$ cat config.mk
export PLATFORM = sky130hd
export DESIGN_NAME = uart_fifo_unit
export DESIGN_NICKNAME = d
export VERILOG_FILES = /design/src/rtl/uart_pkg.sv /design/src/rtl/uart_sync_fifo.sv /design/src/rtl/uart_fifo_unit.sv
export SDC_FILE = /design/constraint.sdc
export NUM_CORES = 1
export LEC_CHECK = 0
export CORE_MARGIN = 2
export CORE_UTILIZATION = 55
export CTS_CLUSTER_DIAMETER = 30
export CTS_CLUSTER_SIZE = 20
export DETAILED_ROUTE_END_ITERATION = 10
export PLACE_DENSITY = 0.75
export SYNTH_ARGS = -nofsm -noshare
export SYNTH_HDL_FRONTEND = slang
export SYNTH_SLANG_ARGS = --single-unit
$ cat constraint.sdc
create_clock -name clk -period 4.3 [get_ports clk]
set_input_delay 0.86 -clock clk [delete_from_list [all_inputs] [get_ports clk]]
set_output_delay 0.86 -clock clk [all_outputs]
set_load 0.005 [all_outputs]
$ cat src/rtl/uart_pkg.sv
// Shared types and frame constants for the buffered 8N1 UART unit.
package uart_pkg;

    typedef enum logic [1:0] {IDLE, WAIT_RX, WAIT_TX, DONE} req_state_t;
    typedef enum logic {T_IDLE, T_SHIFT} tx_state_t;
    typedef enum logic [2:0] {R_IDLE, R_START, R_DATA, R_STOP, R_WAITHI} rx_state_t;

    localparam logic START_BIT  = 1'b0;
    localparam logic STOP_BIT   = 1'b1;
    localparam int   FRAME_BITS = 10;

endpackage

$ cat src/rtl/uart_sync_fifo.sv
// Synchronous FIFO with an extra pointer wrap bit; read data is taken
// combinationally from the head entry.
module uart_sync_fifo #(
    parameter int WIDTH = 8,
    parameter int DEPTH = 16
) (
    input  logic                         clk,
    input  logic                         rst,
    input  logic                         push,
    input  logic                         pop,
    input  logic [WIDTH-1:0]             wdata,
    output logic [WIDTH-1:0]             rdata,
    output logic                         full,
    output logic                         empty,
    output logic [$clog2(DEPTH+1)-1:0]   count
);

    localparam int AW = $clog2(DEPTH);
    localparam int CW = $clog2(DEPTH+1);

    logic [WIDTH-1:0] mem [DEPTH];
    logic [AW:0]      wptr;
    logic [AW:0]      rptr;
    logic             do_push;
    logic             do_pop;

    assign do_push = push & ~full;
    assign do_pop  = pop & ~empty;

    // NOTE: sequential state uses non-blocking assignments so every flop sees pre-edge values.
    always_ff @(posedge clk) begin
        if (rst) begin
            wptr <= '0;
            rptr <= '0;
        end else begin
            if (do_push) wptr <= wptr + 1'b1;
            if (do_pop)  rptr <= rptr + 1'b1;
        end
    end

    // NOTE: storage is deliberately not reset; the pointers alone define validity.
    always_ff @(posedge clk) begin
        if (do_push) mem[wptr[AW-1:0]] <= wdata;
    end

    assign rdata = mem[rptr[AW-1:0]];
    assign empty = (wptr == rptr);
    assign full  = (wptr[AW] != rptr[AW]) && (wptr[AW-1:0] == rptr[AW-1:0]);
    assign count = CW'(wptr - rptr);

endmodule

$ cat src/rtl/uart_fifo_unit.sv
// Buffered 8N1 UART: controller request FSM in front of RX/TX FIFOs feeding
// independent serial engines.
module uart_fifo_unit
    import uart_pkg::*;
#(
    parameter int CLK_PER_HALF_BIT = 434,
    parameter int DEPTH            = 16
) (
    input  logic                         clk,
    input  logic                         rst,
    input  logic                         go,
    input  logic                         rors,
    input  logic [7:0]                   txdata,
    output logic                         done,
    output logic [7:0]                   rxdata,
    output logic [$clog2(DEPTH+1)-1:0]   rx_count,
    output logic [$clog2(DEPTH+1)-1:0]   tx_count,
    output logic                         overrun,
    output logic                         frame_err,
    input  logic                         clr_err,
    output logic                         txd,
    input  logic                         rxd
);

    localparam int BIT_CYC = 2 * CLK_PER_HALF_BIT;
    localparam int CNT_W   = $clog2(BIT_CYC);

    logic       rx_push, rx_pop, rx_full, rx_empty;
    logic       tx_push, tx_pop, tx_full, tx_empty;
    logic [7:0] rx_rdata, tx_rdata, tx_latched, rx_shreg;

    uart_sync_fifo #(.WIDTH(8), .DEPTH(DEPTH)) u_rx_fifo (
        .clk(clk), .rst(rst), .push(rx_push), .pop(rx_pop), .wdata(rx_shreg),
        .rdata(rx_rdata), .full(rx_full), .empty(rx_empty), .count(rx_count)
    );

    uart_sync_fifo #(.WIDTH(8), .DEPTH(DEPTH)) u_tx_fifo (
        .clk(clk), .rst(rst), .push(tx_push), .pop(tx_pop), .wdata(tx_latched),
        .rdata(tx_rdata), .full(tx_full), .empty(tx_empty), .count(tx_count)
    );

    // ---------------- controller request FSM ----------------
    req_state_t req_state, req_next;

    // NOTE: every always_comb output gets a default first so no latch is inferred.
    always_comb begin
        req_next = req_state;
        rx_pop   = 1'b0;
        tx_push  = 1'b0;
        done     = 1'b0;
        case (req_state)
            IDLE:    if (go) req_next = rors ? WAIT_TX : WAIT_RX;
            WAIT_RX: if (!rx_empty) begin
                         rx_pop   = 1'b1;
                         req_next = DONE;
                     end
            WAIT_TX: if (!tx_full) begin
                         tx_push  = 1'b1;
                         req_next = DONE;
                     end
            DONE:    begin
                         done     = 1'b1;
                         req_next = IDLE;
                     end
            default: req_next = IDLE;
        endcase
    end

    always_ff @(posedge clk) begin
        if (rst) req_state <= IDLE;
        else     req_state <= req_next;
    end

    always_ff @(posedge clk) begin
        if (rst) begin
            rxdata     <= '0;
            tx_latched <= '0;
        end else begin
            if (req_state == IDLE && go) tx_latched <= txdata;
            if (rx_pop)                  rxdata     <= rx_rdata;
        end
    end

    // ---------------- TX engine ----------------
    tx_state_t             tx_state, tx_next;
    logic [FRAME_BITS-1:0] tx_shreg;
    logic [CNT_W-1:0]      tx_cnt;
    logic [3:0]            tx_bits;
    logic                  tx_bit_end, tx_last;

    assign tx_bit_end = (tx_cnt == CNT_W'(BIT_CYC - 1));
    assign tx_last    = (tx_bits == 4'(FRAME_BITS - 1));

    // The next frame is loaded straight out of the stop bit, so back-to-back bytes have no gap.
    always_comb begin
        tx_next = tx_state;
        tx_pop  = 1'b0;
        case (tx_state)
            T_IDLE:  if (!tx_empty) begin
                         tx_pop  = 1'b1;
                         tx_next = T_SHIFT;
                     end
            T_SHIFT: if (tx_bit_end && tx_last) begin
                         tx_pop  = !tx_empty;
                         tx_next = tx_empty ? T_IDLE : T_SHIFT;
                     end
            default: tx_next = T_IDLE;
        endcase
    end

    always_ff @(posedge clk) begin
        if (rst) tx_state <= T_IDLE;
        else     tx_state <= tx_next;
    end

    always_ff @(posedge clk) begin
        if (rst) begin
            tx_shreg <= '1;
            tx_cnt   <= '0;
            tx_bits  <= '0;
        end else if (tx_pop) begin
            tx_shreg <= {STOP_BIT, tx_rdata, START_BIT};
            tx_cnt   <= '0;
            tx_bits  <= '0;
        end else if (tx_state == T_SHIFT) begin
            if (tx_bit_end) begin
                tx_shreg <= {STOP_BIT, tx_shreg[FRAME_BITS-1:1]};
                tx_cnt   <= '0;
                tx_bits  <= tx_bits + 1'b1;
            end else begin
                tx_cnt <= tx_cnt + 1'b1;
            end
        end
    end

    assign txd = tx_shreg[0];

    // ---------------- RX engine ----------------
    rx_state_t        rx_state, rx_next;
    logic [1:0]       rx_sync;
    logic             rx_s, rx_tick, ovr_set, ferr_set;
    logic [CNT_W-1:0] rx_cnt;
    logic [2:0]       rx_bits;

    assign rx_s    = rx_sync[1];
    assign rx_tick = (rx_state == R_START) ? (rx_cnt == CNT_W'(CLK_PER_HALF_BIT - 1))
                                           : (rx_cnt == CNT_W'(BIT_CYC - 1));

    always_comb begin
        rx_next  = rx_state;
        rx_push  = 1'b0;
        ovr_set  = 1'b0;
        ferr_set = 1'b0;
        case (rx_state)
            R_IDLE:   if (!rx_s) rx_next = R_START;
            R_START:  if (rx_tick) rx_next = rx_s ? R_IDLE : R_DATA;
            R_DATA:   if (rx_tick && rx_bits == 3'd7) rx_next = R_STOP;
            R_STOP:   if (rx_tick) begin
                          if (rx_s) begin
                              rx_push = !rx_full;
                              ovr_set = rx_full;
                              rx_next = R_IDLE;
                          end else begin
                              ferr_set = 1'b1;
                              rx_next  = R_WAITHI;
                          end
                      end
            R_WAITHI: if (rx_s) rx_next = R_IDLE;
            default:  rx_next = R_IDLE;
        endcase
    end

    always_ff @(posedge clk) begin
        if (rst) rx_state <= R_IDLE;
        else     rx_state <= rx_next;
    end

    always_ff @(posedge clk) begin
        if (rst) begin
            rx_sync  <= 2'b11;
            rx_cnt   <= '0;
            rx_bits  <= '0;
            rx_shreg <= '0;
        end else begin
            rx_sync <= {rx_sync[0], rxd};
            if (rx_state == R_IDLE || rx_state == R_WAITHI || rx_tick) rx_cnt <= '0;
            else                                                       rx_cnt <= rx_cnt + 1'b1;
            if (rx_state == R_START && rx_tick) rx_bits <= '0;
            if (rx_state == R_DATA && rx_tick) begin
                rx_shreg <= {rx_s, rx_shreg[7:1]};
                rx_bits  <= rx_bits + 1'b1;
            end
        end
    end

    // Sticky error flags: a new error in the same cycle as clr_err keeps the flag set.
    always_ff @(posedge clk) begin
        if (rst) begin
            overrun   <= 1'b0;
            frame_err <= 1'b0;
        end else begin
            if (ovr_set)      overrun <= 1'b1;
            else if (clr_err) overrun <= 1'b0;
            if (ferr_set)     frame_err <= 1'b1;
            else if (clr_err) frame_err <= 1'b0;
        end
    end

endmodule

==> key figures <==
CTS
  – # resized after CTS: 0
  – Cts bufs inserted: 59
  – Clk slew on worst S/H paths: 50 ps
  – Setup bufs post-CTS: 0
  – Hold buffers post-CTS: 0
  – # H-tree levels: 2
  – Clk Latency, worst-skew pair: 590 ps
  – Clock root buffer: clkbuf_16
  – Clock sinks: 350
  – Deepest clock path buffer count: 3
  – CTS tree: yes

Synth
  – Syn avg cell area: 15.1 µm²
  – Most frequent cell after synthesis: edfxtp_1
  – Top cells by area, synth: edfxtp_1, dfxtp_1, mux4_2
  – Leading register cell type out of synthesis: edfxtp_1
  – Unique cell type count in the Yosys netlist: 53
  – Async S/R FF share, synth: 0
  – Cells after synthesis: 943
  – Yosys top cell by area: edfxtp_1
  – Number of synthesized register bits: 350
  – Sequential area share after synthesis: 0.672
  – Cell Area, Synth: 14,200 µm²
  – Post-synth EDFFs: 256
  – Area share of the largest cell type after synthesis: 0.540
  – Syn nets: 988
  – Ys Warns: 0
  – Post-synth top cells: edfxtp_1, nor2_1, dfxtp_1

Pwr
  – Switching share of power: 0.256
  – Sw Pwr: 2510 µW
  – Leak: 0.00577 µW
  – Total Power: 9810 µW
  – Internal power: 7300 µW
  – Power Density: 577 nW/µm²
  – Comb power frac: 0.106
  – Register share of total power: 0.407
  – Worst VDD drop: 471 µV
  – Clk pwr share: 0.487

Worst setup path
  – Largest delay share family, worst path: buffers and inverters
  – CP endpoint kind: output port
  – Slowest-stage cell, CP: clkdlybuf4s50_1
  – Arrival @ worst endpoint: 2710 ps
  – CP dominant cell by count: inv_1
  – R2r startpoint: u_tx_fifo.wptr[2]
  – R2r endpoint: u_tx_fifo.mem[1][6]
  – CP peak stage delay: 550 ps
  – Worst path cell trace: inv_1 -> ha_1 -> fa_1 -> inv_1 -> a21o_1 -> a21oi_1 -> xnor2_1 -> clkdlybuf4s50_1
  – WP data required: 3440 ps
  – R2R Setup Slk: 1130 ps
  – Buf/Inv on CP: 3
  – Setup Crit Path Kind: reg2out
  – Max FO, Critical Path: 5
  – Reg2reg path depth: 5
  – CP startpoint kind: flop

Drt
  – Final Routed Wirelength: 30,600 µm
  – Detailed Routing Iterations Pass 1: 5
  – Drt initial violations: 969
  – Detail Route Antenna Nets: 0
  – DRC violations left: 0
  – Via Count: 8,285
  – Vias/cell: 5.96
  – Drt wl/cell: 22.0 µm

Cells and area
  – Final-stage net count: 1,054
  – Syn-to-layout area delta: 19.4%
  – N_diodes: 0
  – Layout cells sized above 1: 0.194
  – Fill count: 1,644

Floorplan
  – Initial cell density of the core: 0.563
  – Core Region: 25,300 µm²
  – Die X: 165 µm
  – Vert. Die Dim: 165 µm
  – Boundary pin count: 36
  – Total die area: 27,200 µm²
  – FP Rows: 58

GRT
  – Tot GR Track Use: 0.235
  – Largest net degree at the start of global routing: 39
  – Vias in the first global route: 8,263
  – GR Overflow Total: 0
  – First-pass GRT wire length: 47,900 µm
  – Initial antenna violation count: 0

Placement
  – Setup WS pre-CTS: 1220 ps
  – Post-DP HPWL: 18,000 µm
  – Gpl congestion: 0.862
  – IO buf count: 35

Min path
  – Hold-critical path endpoint: rx_sync[1]
  – Hold Crit Depth: 1
  – Min-delay worst type: reg2reg
  – Hold Crit Start: rx_sync[0]

Timing
  – Setup ws final: 729 ps
  – Hold Violations, Final: 0
  – Fin. max-slew vios: 0
  – Setup Viol. Count Final: 0
  – Peak Freq: 280 MHz
  – Slew @ Worst Pin: 1170 ps
  – Final clock skew: 37.1 ps
  – Max-slew headroom: 0.214
  – Crit path time final: 3570 ps
  – Setup TNS: 0 ps
  – Unrepaired setup endpoints after global routing: no
  – Final Cycle Share: 0.830

Flow run
  – Max Cap Viol: 0

Status
  – Status: finished clean
==> power by group through the flow <==
stage          Clock [µW]  Sequential, µW  Combinational [µW]
3_3_place_gp            0            4050                1020
3_5_place_dp            0            4060                1040
5_1_grt              4980            4020                1150
2_1_floorplan           0            3930                 831
4_1_cts              4830            3990                1050
6_report             4780            3990                1040
==> registers in the layout (all words and copies together) (netlist names), 3 cells and up, named ones only <==
name            flops
tx_cnt             10
tx_latched          8
u_rx_fifo.rptr      5
u_rx_fifo.mem     128
tx_shreg            9
tx_bits             4
rx_cnt             10
rx_bits             3
rx_state            3
rxdata              8
u_tx_fifo.mem     128
u_rx_fifo.wptr      5
rx_shreg            8
u_tx_fifo.wptr      5
u_tx_fifo.rptr      5
==> layout make-up <==
type	count	area, µm²	share of cell area
Tap cell	330	413	0.0243
Clock buffer	62	1520	0.0893
Clock inverter	49	554	0.0326
Sequential cell	350	9570	0.563
Timing Repair Buffer	51	463	0.0272
Multi-Input combinational cell	511	4350	0.256
Inverter	36	135	0.00795
==> metal layers <==
layer / wire length (µm) / vias up / GRT usage
met5: 0 / - / 0
met4: 874 / 0 / 0.0771
met3: 2510 / 87 / 0.0585
met2: 14100 / 356 / 0.366
met1: 13100 / 4103 / 0.329
li1: - / 3739 / -
==> worst reg2reg max path, stage by stage (launching register included) <==
cell      delay [ps]
dfxtp_1          530
ha_1             350
and4_1           240
a21boi_1         500
nand2_1          220
nor3_1           930
==> stage by stage <==
stage / cells / util / instance area, µm² / hold WS [ps]
floorplan: 943 / - / 14200 / 389
global placement: 1277 / 0.589 / 14900 / 393
detailed placement: 1277 / 0.589 / 14900 / 403
CTS: 1388 / 0.671 / 17000 / 423
global route: 1389 / 0.671 / 17000 / 452
finish: 1389 / 0.671 / 17000 / 422
==> logic make-up after synthesis <==
logic type | count (synthesis) | share of synthesized area
adders and majority gates | 31 | 0.0283
DFF | 350 | 0.672
buffers and inverters | 82 | 0.0231
xor gates and xnor gates | 39 | 0.0240
and+or+nand+nor | 237 | 0.0804
muxes | 92 | 0.122
AOI/OAI and AO/OA | 112 | 0.0509
==> worst max path at each step <==
stage | start | to | slack [ps] | depth (start not counted)
floorplan | u_rx_fifo.rptr[1] | u_rx_fifo.mem[0][0] | 1270 | 9
global placement | u_tx_fifo.wptr[2] | u_tx_fifo.mem[1][7] | 1240 | 5
detailed placement | u_tx_fifo.wptr[2] | u_tx_fifo.mem[0][6] | 1220 | 5
CTS | u_rx_fifo.wptr[0] | rx_count[4] | 720 | 8
global route | u_rx_fifo.wptr[0] | rx_count[4] | 640 | 8
finish | u_rx_fifo.wptr[0] | rx_count[4] | 730 | 8
==> cells in the final DEF, fill, tap and decap left out, types with 22 or more instances in the layout <==
cell             instances
a21oi_1                 44
nand3_1                 22
nor2_1                  98
dfxtp_1                 92
xnor2_1                 27
inv_1                   36
clkdlybuf4s50_1         34
ha_1                    29
mux4_2                  64
clkbuf_16               60
nand2_1                 40
edfxtp_1               256
Note: power is estimated with default switching activity, not from simulation.
